<file path="config.mk">
export PLATFORM = sky130hd
export DESIGN_NAME = flow_ctrl_unit
export DESIGN_NICKNAME = d
export VERILOG_FILES = /design/src/rtl/flow_ctrl_unit.sv
export SDC_FILE = /design/constraint.sdc
export NUM_CORES = 1
export LEC_CHECK = 0
export ABC_AREA = 0
export ABC_CLOCK_PERIOD_IN_PS = 2000
export BUFFER_PORTS_ARGS = -buffer_cell sky130_fd_sc_hd__buf_2
export CAP_MARGIN = 20
export CORE_MARGIN = 2
export CORE_UTILIZATION = 54
export DETAILED_ROUTE_END_ITERATION = 7
export GPL_TIMING_DRIVEN = 0
export PLACE_DENSITY = 0.8
export RECOVER_POWER = 50
export SLEW_MARGIN = 20
export SYNTH_ARGS = -nofsm -noshare
export SYNTH_HDL_FRONTEND = slang
export SYNTH_SLANG_ARGS = --single-unit
</file>
<file path="constraint.sdc">
create_clock -name clk -period 2 [get_ports clk]
set_input_delay 0.2 -clock clk [delete_from_list [all_inputs] [get_ports clk]]
set_output_delay 0.2 -clock clk [all_outputs]
set_load 0.02 [all_outputs]
</file>
<file path="src/rtl/flow_ctrl_unit.sv">
// Program-flow sequencer: owns PC and status register, runs TRAP/NOP/JMP/JZ/JS/JZS/LSR/XSR.
// Latency: all effects 1 cycle after accept; op_ready low in TRAP/reset, source holds op. Option: FLOW_BRANCH_COUNT_EN.
module flow_ctrl_unit #(
  parameter int                ADDR_W      = 20,
  parameter logic [ADDR_W-1:0] RESET_PC    = 20'h00000,
  parameter logic [ADDR_W-1:0] TRAP_VECTOR = 20'hFFF00
) (
  input  logic              clk,
  input  logic              rst,
  input  logic              op_valid,
  output logic              op_ready,
  input  logic [2:0]        op_code,
  input  logic [ADDR_W-1:0] op_target,
  input  logic [3:0]        op_imm,
  input  logic              alu_valid,
  input  logic              alu_zero,
  input  logic              alu_sign,
  input  logic              alu_carry,
  output logic [ADDR_W-1:0] pc,
  output logic [3:0]        status,
  output logic              branch_taken,
  output logic              trap_active,
  input  logic              trap_ack
`ifdef FLOW_BRANCH_COUNT_EN
  ,
  output logic [15:0]       branch_count
`endif
);

  typedef enum logic {RUN = 1'b0, TRAP = 1'b1} state_t;

  localparam logic [2:0] OP_TRAP = 3'd0;
  localparam logic [2:0] OP_JMP  = 3'd2;
  localparam logic [2:0] OP_JZ   = 3'd3;
  localparam logic [2:0] OP_JS   = 3'd4;
  localparam logic [2:0] OP_JZS  = 3'd5;
  localparam logic [2:0] OP_LSR  = 3'd6;
  localparam logic [2:0] OP_XSR  = 3'd7;

  state_t            state, state_nxt;
  logic [ADDR_W-1:0] pc_nxt, pc_inc, epc, epc_nxt;
  logic [3:0]        status_nxt;
  logic              branch_nxt;
  logic              accept;
  logic              cond;

  assign op_ready    = (state == RUN) && !rst;
  assign accept      = op_valid && op_ready;
  assign pc_inc      = pc + ADDR_W'(1);
  assign trap_active = (state == TRAP);

  // Branch conditions look only at the registered SR, never at same-cycle ALU flags.
  always_comb begin
    cond = 1'b0;
    case (op_code)
      OP_JMP:  cond = 1'b1;
      OP_JZ:   cond = status[0];
      OP_JS:   cond = status[1];
      OP_JZS:  cond = status[0] | status[1];
      default: cond = 1'b0;
    endcase
  end

  always_comb begin
    state_nxt  = state;
    pc_nxt     = pc;
    epc_nxt    = epc;
    status_nxt = status;
    branch_nxt = 1'b0;
    if (alu_valid)
      status_nxt[2:0] = {alu_carry, alu_sign, alu_zero};
    case (state)
      RUN: begin
        if (accept) begin
          case (op_code)
            OP_TRAP: begin
              epc_nxt   = pc_inc;
              pc_nxt    = TRAP_VECTOR;
              state_nxt = TRAP;
            end
            OP_JMP, OP_JZ, OP_JS, OP_JZS: begin
              if (cond) begin
                pc_nxt     = op_target;
                branch_nxt = 1'b1;
              end else begin
                pc_nxt = pc_inc;
              end
            end
            // SR writes override the ALU flag update on all four bits.
            OP_LSR: begin
              pc_nxt     = pc_inc;
              status_nxt = op_imm;
            end
            OP_XSR: begin
              pc_nxt     = pc_inc;
              status_nxt = status ^ op_imm;
            end
            default: pc_nxt = pc_inc;
          endcase
        end
      end
      TRAP: begin
        if (trap_ack) begin
          pc_nxt    = epc;
          state_nxt = RUN;
        end
      end
      default: state_nxt = RUN;
    endcase
  end

  always_ff @(posedge clk) begin
    if (rst) begin
      state        <= RUN;
      pc           <= RESET_PC;
      epc          <= '0;
      status       <= 4'b0000;
      branch_taken <= 1'b0;
    end else begin
      state        <= state_nxt;
      pc           <= pc_nxt;
      epc          <= epc_nxt;
      status       <= status_nxt;
      branch_taken <= branch_nxt;
    end
  end

`ifdef FLOW_BRANCH_COUNT_EN
  always_ff @(posedge clk) begin
    if (rst)
      branch_count <= 16'h0000;
    else if (branch_taken && (branch_count != 16'hFFFF))
      branch_count <= branch_count + 16'd1;
  end
`endif

endmodule
</file>
[After elaboration in Yosys (flattened, before gate mapping)]
Index checks and enable logic that the tools add are counted.
Operators by class
  add/subtract/negate cells: 1
  equal/unequal tests: 8
  multiplexer cells: 15
  bitwise gates (word level): 5
  reductions and logical operators: 10
Operators with widths (count)
  $pmux 20 s2: 2
  $mux 20: 3
  $add 20x1->20 const B: 1
  $eq 3x3->1 const B: 4
  $mux 3: 3
  $pmux 4 s2: 1
  $reduce_or 4->1: 2
  $eq 3x2->1 const B: 2
  $reduce_and 3->1: 2
  $mux 1: 4
  $ne 2x2->1 const B: 2
  $pmux 1 s4: 1
  $xor 4x4->4: 1
  $logic_not 3->1: 1
  $not 1->1: 3
  $logic_and 1x1->1: 2
  $pmux 1 s2: 1
  $reduce_and 2->1: 1
  $reduce_bool 2->1: 1
  $logic_not 1->1: 1
  $or 1x1->1: 1
Word-level totals
  flip-flop bits (word level): 46
  input port bits: 35
  output and inout bits: 27
  logic and storage cells: 45

[Depth between registers and ports, before layout]
Gate-level depths: netlist (run 1).
  depth in word-level cells: 6
  mapped depth: 7
  gate-level depth less buffers: 6

[Worst setup path after synthesis (run 1)]
No wires, ideal clock.
  path kind: register -> register
  start: register pc[0]
  end: register pc[14]
  library setup time: 119 ps
  arrival time: 1694 ps
  required time: 1881 ps
  path slack: 187 ps
  stages on the path, launching flop included: 7
  path buffers: 0
  period minus slack after synthesis: 1813 ps
  cell sequence: dfxtp_1 -> ha_1 -> nand3_1 -> nor2_1 -> nand3_1 -> xnor2_1 -> o221a_2
On the way
  word-level cells in the longest chain between the ends: 5
RTL lines
  start: declaration: line 19  | output logic [ADDR_W-1:0] pc,
  start signal: assignment: line 121  | pc <= pc_nxt;
  $add 20x1->20 *: line 49  | assign pc_inc = pc + ADDR_W'(1);
  $mux 20: line 82  | if (cond) begin
  $pmux 20 s2 *: line 75  | case (op_code)
  $mux 20 *: line 74  | if (accept) begin
  $pmux 20 s2 *: line 72  | case (state)
Mark *: on every way between the ends. The rest lies on a longest branch, timed or not. The select of a mux whose other input is x is not followed.
A chain may end at the register's enable or synchronous reset.

[Final worst setup path (run 1)]
  start: register pc[0]
  end: register pc[12]
The elaborated chain is that of the path after synthesis.

==> results list, run 1 <==
- Status: completed
* Starting density of the core: 55.97%
- Across the run, the number of max-cap violations was 0.
- The die covers 5472 um^2.
* Synth async-reset ratio: 0%
* Number of antenna diodes: 0
- After clock tree synthesis, the flow added hold-fix buffers numbering 0.
- After floorplanning, the core was divided into 25 placement rows.
- Counting the fill cells in the layout gives 431.
* Number of buffers added by the clock tree synthesis step: 5
- The worst register-to-register path has a setup slack of 120 ps.
* Routed length per instance: 17.14 um
- Period utilisation layout: 94.19%
- TritonCTS built the clock tree.
- The initial antenna violation count is 0.
* Terminus of the critical flop-to-flop path: pc[12]
- First-pass iteration count of the detailed router: 4
- The H-tree was split into 2 levels.
* Count of yosys warnings during synthesis: 0
- In the routed design, unresolved DRC markers number 0.
- Summed over its instances, the top area cell type makes up 34.83% of the synthesized netlist area.
- Minimum clock period after layout: 1884 ps
- Worst endpoint data arrival time: 2110 ps
- The tree is rooted in a sky130_fd_sc_hd__clkbuf_8.
- A synthesized cell averages 8.366 um^2.
- Summed over all layers, the routed wires come to 7.764 mm.
- After the last flow step, the layout net total stands at 421.
- Across all setup checks in the final design, the least slack found is 116.3 ps.
* Detailed placement HPWL: 5.494 mm
- The first global-routing pass estimated 11.83 mm of wire.
- Headroom to the max-slew limit: 49.55%
- Leading cell types in the layout, fill and taps excluded: 46 x sky130_fd_sc_hd__dfxtp_1, 40 x sky130_fd_sc_hd__nor2_1, 39 x sky130_fd_sc_hd__buf_2
* Crit end category: flop
* Area growth from synthesis to layout: 18.27%
* Cell area reported after detailed placement: 3033 um^2
* Post-place setup slack: -6.915 ps
- Clock sink total: 46
- Yosys mapped a number of flops with a built-in enable equal to 0.
* Final hold viol count: 0
- Slew at the pin closest to its max-slew limit: 752.6 ps
- Placed instance count: 444
- Non-filler instance count after layout: 453
- The worst-case IR drop observed on VDD is 0.3490 mV.
- For this block, the via count after detailed routing is 2,700.
- Starting DRT DRC Count: 182
- The analysis attributes to cell leakage a power of 1.198 nW.
- Setup-violating endpoint count in the final report: 0
- The critical path ends at pc[12].
* Sequential area share after synthesis: 34.83%
- In this run the worst path has a maximum fanout of 7.
* End-of-flow core utilization: 66.20%
- For the final routed database, the setup TNS stands at 0 ps.
* Start-to-end type of the worst setup path: reg2reg
- Most common cell after layout, fill and taps aside: sky130_fd_sc_hd__dfxtp_1
- Core ar.: 4723 um^2
- Count of pins over their slew limit: 0
- Cells with a size suffix above 1 make up 19.17% of the layout.
- Worst Path Required: 2220 ps
- Routability-driven placement finished with a final weighted congestion of 0.9295.
- STA classifies the critical path startpoint as a flop.
* Pin count of the biggest net entering global routing: 14
* Cells after synthesis: 316
* Post-detailed-route via-to-cell ratio: 5.960
- The worst register-to-register path has a depth of 6.
- Setup crit start: pc[0]
* Yosys reg bits: 46
- The number of nets handed over by synthesis was 352.
- The synthesized netlist occupies a cell area of 2644 um^2.
- Final standard cell area without fillers: 3127 um^2
- Total power per unit cell area: 668.8 nW/um^2
* Hold WS: 149.7 ps
* Largest cells by area after synthesis: sky130_fd_sc_hd__dfxtp_1 35%, sky130_fd_sc_hd__nor2_1 5.8%, sky130_fd_sc_hd__a211oi_1 4.5%, sky130_fd_sc_hd__a21oi_1 3.6%, sky130_fd_sc_hd__nand2_1 3.5%
* Clock transition at the registers of the reported paths: 90 ps
- Clk buf depth: 2
* Clk_skew: 11.40 ps
* Synth Flop Type: sky130_fd_sc_hd__dfxtp_1
- Measured along the y axis, the die boundary spans 73.97 um.
- After synthesis, the netlist uses 60 different library cells.
- Total power consumption of the routed design: 2.091 mW
- Cell taking the most area after synthesis: sky130_fd_sc_hd__dfxtp_1
- Pin placement for this block handled 62 I/O pins.
* ANT nets after route: 0
* Worst-Skew Late Latency: 300 ps
* GRT Util Overall: 27.99%
- For this run the aggregate overflow at the end of global routing stands at 0.
- In this run the critical register-to-register path is launched from pc[0].
- Buffers placed on the I/O ports in this run total 61.
* X dimension of the die: 73.97 um
- Hold Path Class: in2reg
* Via count of the first global-routing pass: 2,447
- Timing would allow up to 530.9 MHz.
[how the worst min path moves through the flow]
stage             startpoint        end  cells past startpoint
2_1_floorplan      op_imm[3]  status[3]                      2
3_3_place_gp          epc[6]     epc[6]                      2
3_5_place_dp          epc[5]     epc[5]                      2
4_1_cts        op_target[18]     pc[18]                      3
5_1_grt        op_target[16]     pc[16]                      3
6_report       op_target[18]     pc[18]                      3
[cell families (layout without fill, tap and decap cells)]
kind of cell | count (synthesis) | after routing | share of synthesized area, %
xor gates and xnor gates | 16 | 16 | 5.301
DFF | 46 | 46 | 34.83
adders and majority gates | 1 | 1 | 0.4732
muxes | 4 | 4 | 1.514
and+or+nand+nor | 121 | 121 | 24.42
buffers and inverters | 28 | 98 | 5.679
AOI/OAI and AO/OA | 100 | 100 | 27.78
[flip-flops by register name (all words and copies together) (netlist names)]
signal	cells
branch_taken	1
epc	20
pc	20
status	4
trap_active	1
[critical path, cell delays in order (launching register included)]
cell and delay (ps):
sky130_fd_sc_hd__dfxtp_1 500, sky130_fd_sc_hd__ha_1 270, sky130_fd_sc_hd__nand3_2 190, sky130_fd_sc_hd__or2_2 360, sky130_fd_sc_hd__nor2_1 140, sky130_fd_sc_hd__xnor2_1 100, sky130_fd_sc_hd__a311oi_1 250
[final cells by class]
cell class                 instances  area [um^2]  area share (%)
buffer                            18        112.6           3.601
clock buffer                       7        76.32           2.441
clock inverter                     1        30.03          0.9604
inverter                          10        37.54           1.200
multi-input combinational        242         1585           50.70
sequential                        46        920.9           29.45
tap                               67        83.83           2.681
timing repair buffer              62        280.3           8.964
[repair_timing]
action,in CTS,in global routing
setup buffers,0,1
endpoints found under the hold margin,0,0
endpoints found under the setup margin,4,8
gates resized for setup,1,5
pin swaps,0,1
[where the power goes]
| group | switching [mW] | leakage [nW] | total, mW | internal, mW |
|---|---|---|---|---|
| Combinational | 0.236 | 0.771 | 0.389 | 0.153 |
| Clock | 0.314 | 0.0524 | 0.688 | 0.374 |
| Sequential | 0.0562 | 0.375 | 1.01 | 0.957 |
[Yosys cell counts (3+ instances only)]
cell,number
sky130_fd_sc_hd__xor2_1,7
sky130_fd_sc_hd__a22oi_1,4
sky130_fd_sc_hd__a221oi_1,3
sky130_fd_sc_hd__inv_1,10
sky130_fd_sc_hd__o21bai_1,3
sky130_fd_sc_hd__nor2_1,41
sky130_fd_sc_hd__buf_2,5
sky130_fd_sc_hd__xnor2_1,9
sky130_fd_sc_hd__and3_1,4
sky130_fd_sc_hd__nand2b_1,5
sky130_fd_sc_hd__nor3_1,9
sky130_fd_sc_hd__a21oi_1,19
sky130_fd_sc_hd__or3_1,3
sky130_fd_sc_hd__nand2_1,25
sky130_fd_sc_hd__clkbuf_1,7
sky130_fd_sc_hd__o221a_2,3
sky130_fd_sc_hd__o211ai_1,5
sky130_fd_sc_hd__dfxtp_1,46
sky130_fd_sc_hd__nand3_1,13
sky130_fd_sc_hd__a21o_1,6
sky130_fd_sc_hd__o221ai_1,3
sky130_fd_sc_hd__mux2i_1,4
sky130_fd_sc_hd__a311oi_1,4
sky130_fd_sc_hd__o21a_1,4
sky130_fd_sc_hd__a211oi_1,16
sky130_fd_sc_hd__o21ai_0,13
[metal layers]
layer / part of all wire (%) / routed length (um) / GRT usage (%) / vias to the layer above
met2: 46 / 3582 / 44.44 / 122
met5: 0 / 0 / 0 / -
met1: 43 / 3308 / 37.63 / 1260
met3: 9.5 / 740 / 5.285 / 19
met4: 1.7 / 132 / 11.31 / 0
li1: - / - / - / 1299
Note: power is estimated with default switching activity, not from simulation.
==> inputs of run 2 (changes only) <==
ABC_CLOCK_PERIOD_IN_PS = 1600   (was 2000)
CORE_UTILIZATION = 49   (was 54)
PLACE_DENSITY = 0.77   (was 0.8)
clock period = 1.6 ns   (was 2 ns; I/O delays follow)
==> run 2 against run 1 <==
Against the previous run:
- the run now ends with negative setup slack left
- cell count rose by 8.4%
- first-iteration DRC count rose by 110%
- flip-flop and latch count is the same
- hold slack got worse by 37 ps
- clock power rose by 29%
- register-to-register slack got worse by 310 ps
- sequential power up 25%
- global-route usage shrank 0.20 points
- design area increased by 25%
- via count is 17% higher
- combinational power grew 84%
- critical path type unchanged
==> results list, run 2 (synthesis results as in run 1) <==
- Sequential share of power: 44.0%
- Cell count of the worst hold path: 3
- Delay-heaviest family, CP: simple AND/OR/NAND/NOR gates
- Critical register-to-register path startpoint: pc[9]
- For met3 alone, demand over resource in global routing was 5.465%.
* Hold Path Class: in2reg
- The tool flagged a number of max-cap violations equal to 0.
- Starting DRT DRC Count: 383
- Min-Delay Startpoint: op_imm[3]
- The flow ran to the end, but the final reports show violations.
* Number of cells on the worst reg-to-reg path: 6
- Counting every sink on the clock net gives 46.
- The routed design has 10.06 mm of wire.
- For this design, the slowest cell found on the critical path is sky130_fd_sc_hd__dfxtp_4.
- Largest registers: epc: 20 flops, pc: 20 flops, status: 4 flops
* Worst Path Required: 1790 ps
- The worst setup path is launched from a flop.
* Non-filler instance count after layout: 491
- The H-tree generated during clock tree synthesis spans 2 levels.
- Most common cell after layout, fill and taps aside: sky130_fd_sc_hd__buf_2
- FP Rows: 26
- The top cell types in the final layout, fill and taps aside, are 57 x sky130_fd_sc_hd__buf_2, 35 x sky130_fd_sc_hd__nor2_1, 30 x sky130_fd_sc_hd__buf_4.
- The number of antenna diodes in the final layout is 0.
- The endpoint identified for the worst register-to-register timing path is pc[19].
- Register-to-register path setup slack: -190 ps
- In the final layout, flip-flops and latches occupy 979.7 um^2.
- M1 GR Usage: 36.15%
- Total power per unit cell area: 735.6 nW/um^2
* Worst Hold End: status[3]
- Slew at the pin closest to its max-slew limit: 727.9 ps
* Detailed placement HPWL: 5.613 mm
- Routed length per instance: 20.48 um
- In this run the power spent charging and discharging nets is 0.8911 mW.
- After floorplanning, the core was sized to cover 5172 um^2.
* Post-detailed-route via-to-cell ratio: 6.422
- Once routing completed, OpenROAD measured the worst setup slack at -189.4 ps.
- For the finished layout, the period the worst path requires is 1789 ps.
* Final hold viol count: 0
- Buf/Inv on CP: 1
* Headroom to the max-slew limit: 51.48%
* Largest stage delay on the critical path: 390 ps
- Pin count of the biggest net entering global routing: 14
* Via count of the first global-routing pass: 2,735
* Ports: 62
- The layout has 323 filler cells.
- First-pass iteration count of the detailed router: 5
- Setup total negative slack on the finished layout was measured at -1347 ps.
* CTS tree: yes
- The congestion estimate from routability-driven global placement came to 0.8712.
- The number of clock buffers added by TritonCTS is 5.
- Global routing consumed, on the met2 layer, 44.96% of the routing resources.
- Wire length of the first global-routing pass: 13.29 mm
* Setup-violating endpoint count in the final report: 20
- Die outline area: 5999 um^2
- Clock-pin slew was measured on the worst setup and hold paths at 90 ps.
- Total power consumption of the routed design: 2.867 mW
- Combinational logic is responsible for 25.0% of the overall power.
- The final layout contains 456 nets.
- Worst endpoint data arrival time: 1980 ps
* Area growth from synthesis to layout: 47.42%
* Overall overflow remaining after global route: 0
- Starting density of the core: 51.11%
* Max FO, Critical Path: 7
- Fmax: 558.9 MHz
- Failing checks: negative setup slack
* Start-to-end type of the worst setup path: reg2reg
* Crit end category: flop
* CTS root buffer: sky130_fd_sc_hd__clkbuf_8
- Setup repair after global routing could not meet its margin everywhere.
- On the final layout, the worst clock skew is 6.113 ps.
* Total vias in the final route: 3,153
* Die boundary height: 77.46 um
* Share of final-layout standard cells stronger than drive strength 1: 46.32%
- Number of antenna violations at the first check in global routing: 0
- Global routing used 27.79% of the available tracks.
* Most utilized layer in the global route result: met2
- Part of the total power dissipated in the clock network: 31.0%
- After layout, the worst path uses 111.8% of the clock period.
- Summing all multi-input logic gate instances after layout gives 1911 um^2.
- The count of buffers added on input and output ports is 61.
* Internal power component: 1.976 mW
* Count of pins over their slew limit: 0
* Placed instance count: 447
* Clk buf depth: 2
- ANT nets after route: 0
- IR analysis of the VDD net gives a maximum drop of 0.5627 mV.
- Net switching is 31.08% of the power.
* Cells along the critical path: nand4_1 -> nor4_4 -> buf_6 -> a31oi_4 -> o31ai_2 -> a221oi_1
- Worst-Skew Late Latency: 310 ps
- Post-route DRC: 0
* X dimension of the die: 77.46 um
- The analysis attributes to cell leakage a power of 1.555 nW.
run 2: per-stage QoR:
| stage | instance area, um^2 | utilization (%) | worst slack [ps] | hold WS [ps] |
|---|---|---|---|---|
| final | 3897 | 75.35 | -189.4 | 112.9 |
| after global routing | 3897 | 75.35 | -240.2 | 118.9 |
| after CTS | 3437 | 66.45 | -18.17 | 115.6 |
| after detailed placement | 3065 | 59.26 | -372.5 | 440.8 |
| after global placement | 3065 | 59.26 | -349.0 | 420.8 |
| after floorplan | 2673 | - | 7.015 | 321.3 |
run 2: worst max-delay path by stage:
stage              end   startpoint  depth (start not counted)
2_1_floorplan    pc[3]    status[1]                          7
3_3_place_gp   epc[15]   op_code[0]                          5
3_5_place_dp    epc[9]   op_code[0]                          6
4_1_cts         pc[10]  trap_active                          6
5_1_grt        epc[13]        pc[9]                          7
6_report        pc[19]        pc[9]                          6
run 2: tightest hold or removal path, stage by stage:
cell and delay [ps]:
sky130_fd_sc_hd__buf_2 90, sky130_fd_sc_hd__a22oi_1 70, sky130_fd_sc_hd__nor2_1 80
run 2: layout make-up:
class | instances | area share, %
inverter | 10 | 1.059
timing repair buffer | 97 | 15.76
multi-input combinational | 242 | 49.02
tap | 70 | 2.247
sequential | 46 | 25.14
clock inverter | 1 | 0.7705
clock buffer | 7 | 1.958
buffer | 18 | 4.045
run 2: power by group through the flow:
stage | combinational (mW) | clock, mW | sequential, mW
2_1_floorplan | 0.272 | 0 | 1.33
3_3_place_gp | 0.483 | 0 | 1.29
3_5_place_dp | 0.492 | 0 | 1.29
4_1_cts | 0.566 | 0.880 | 1.26
5_1_grt | 0.748 | 0.929 | 1.27
6_report | 0.716 | 0.889 | 1.26
run 2: repair_timing:
action,4_1_cts,5_1_grt
buffers inserted,11,23
hold buffers,0,0
pin swaps,13,44
resized for setup,41,73
endpoints found under the setup margin,41,42
gates cloned,2,1
run 2: metal layers:
layer | part of all wire (%) | vias to the layer above | wire length [um]
met2 | 46 | 226 | 4598
met3 | 9.4 | 68 | 948
met4 | 5.6 | 0 | 561
li1 | - | 1372 | -
met5 | 0 | - | 0
met1 | 39 | 1487 | 3949
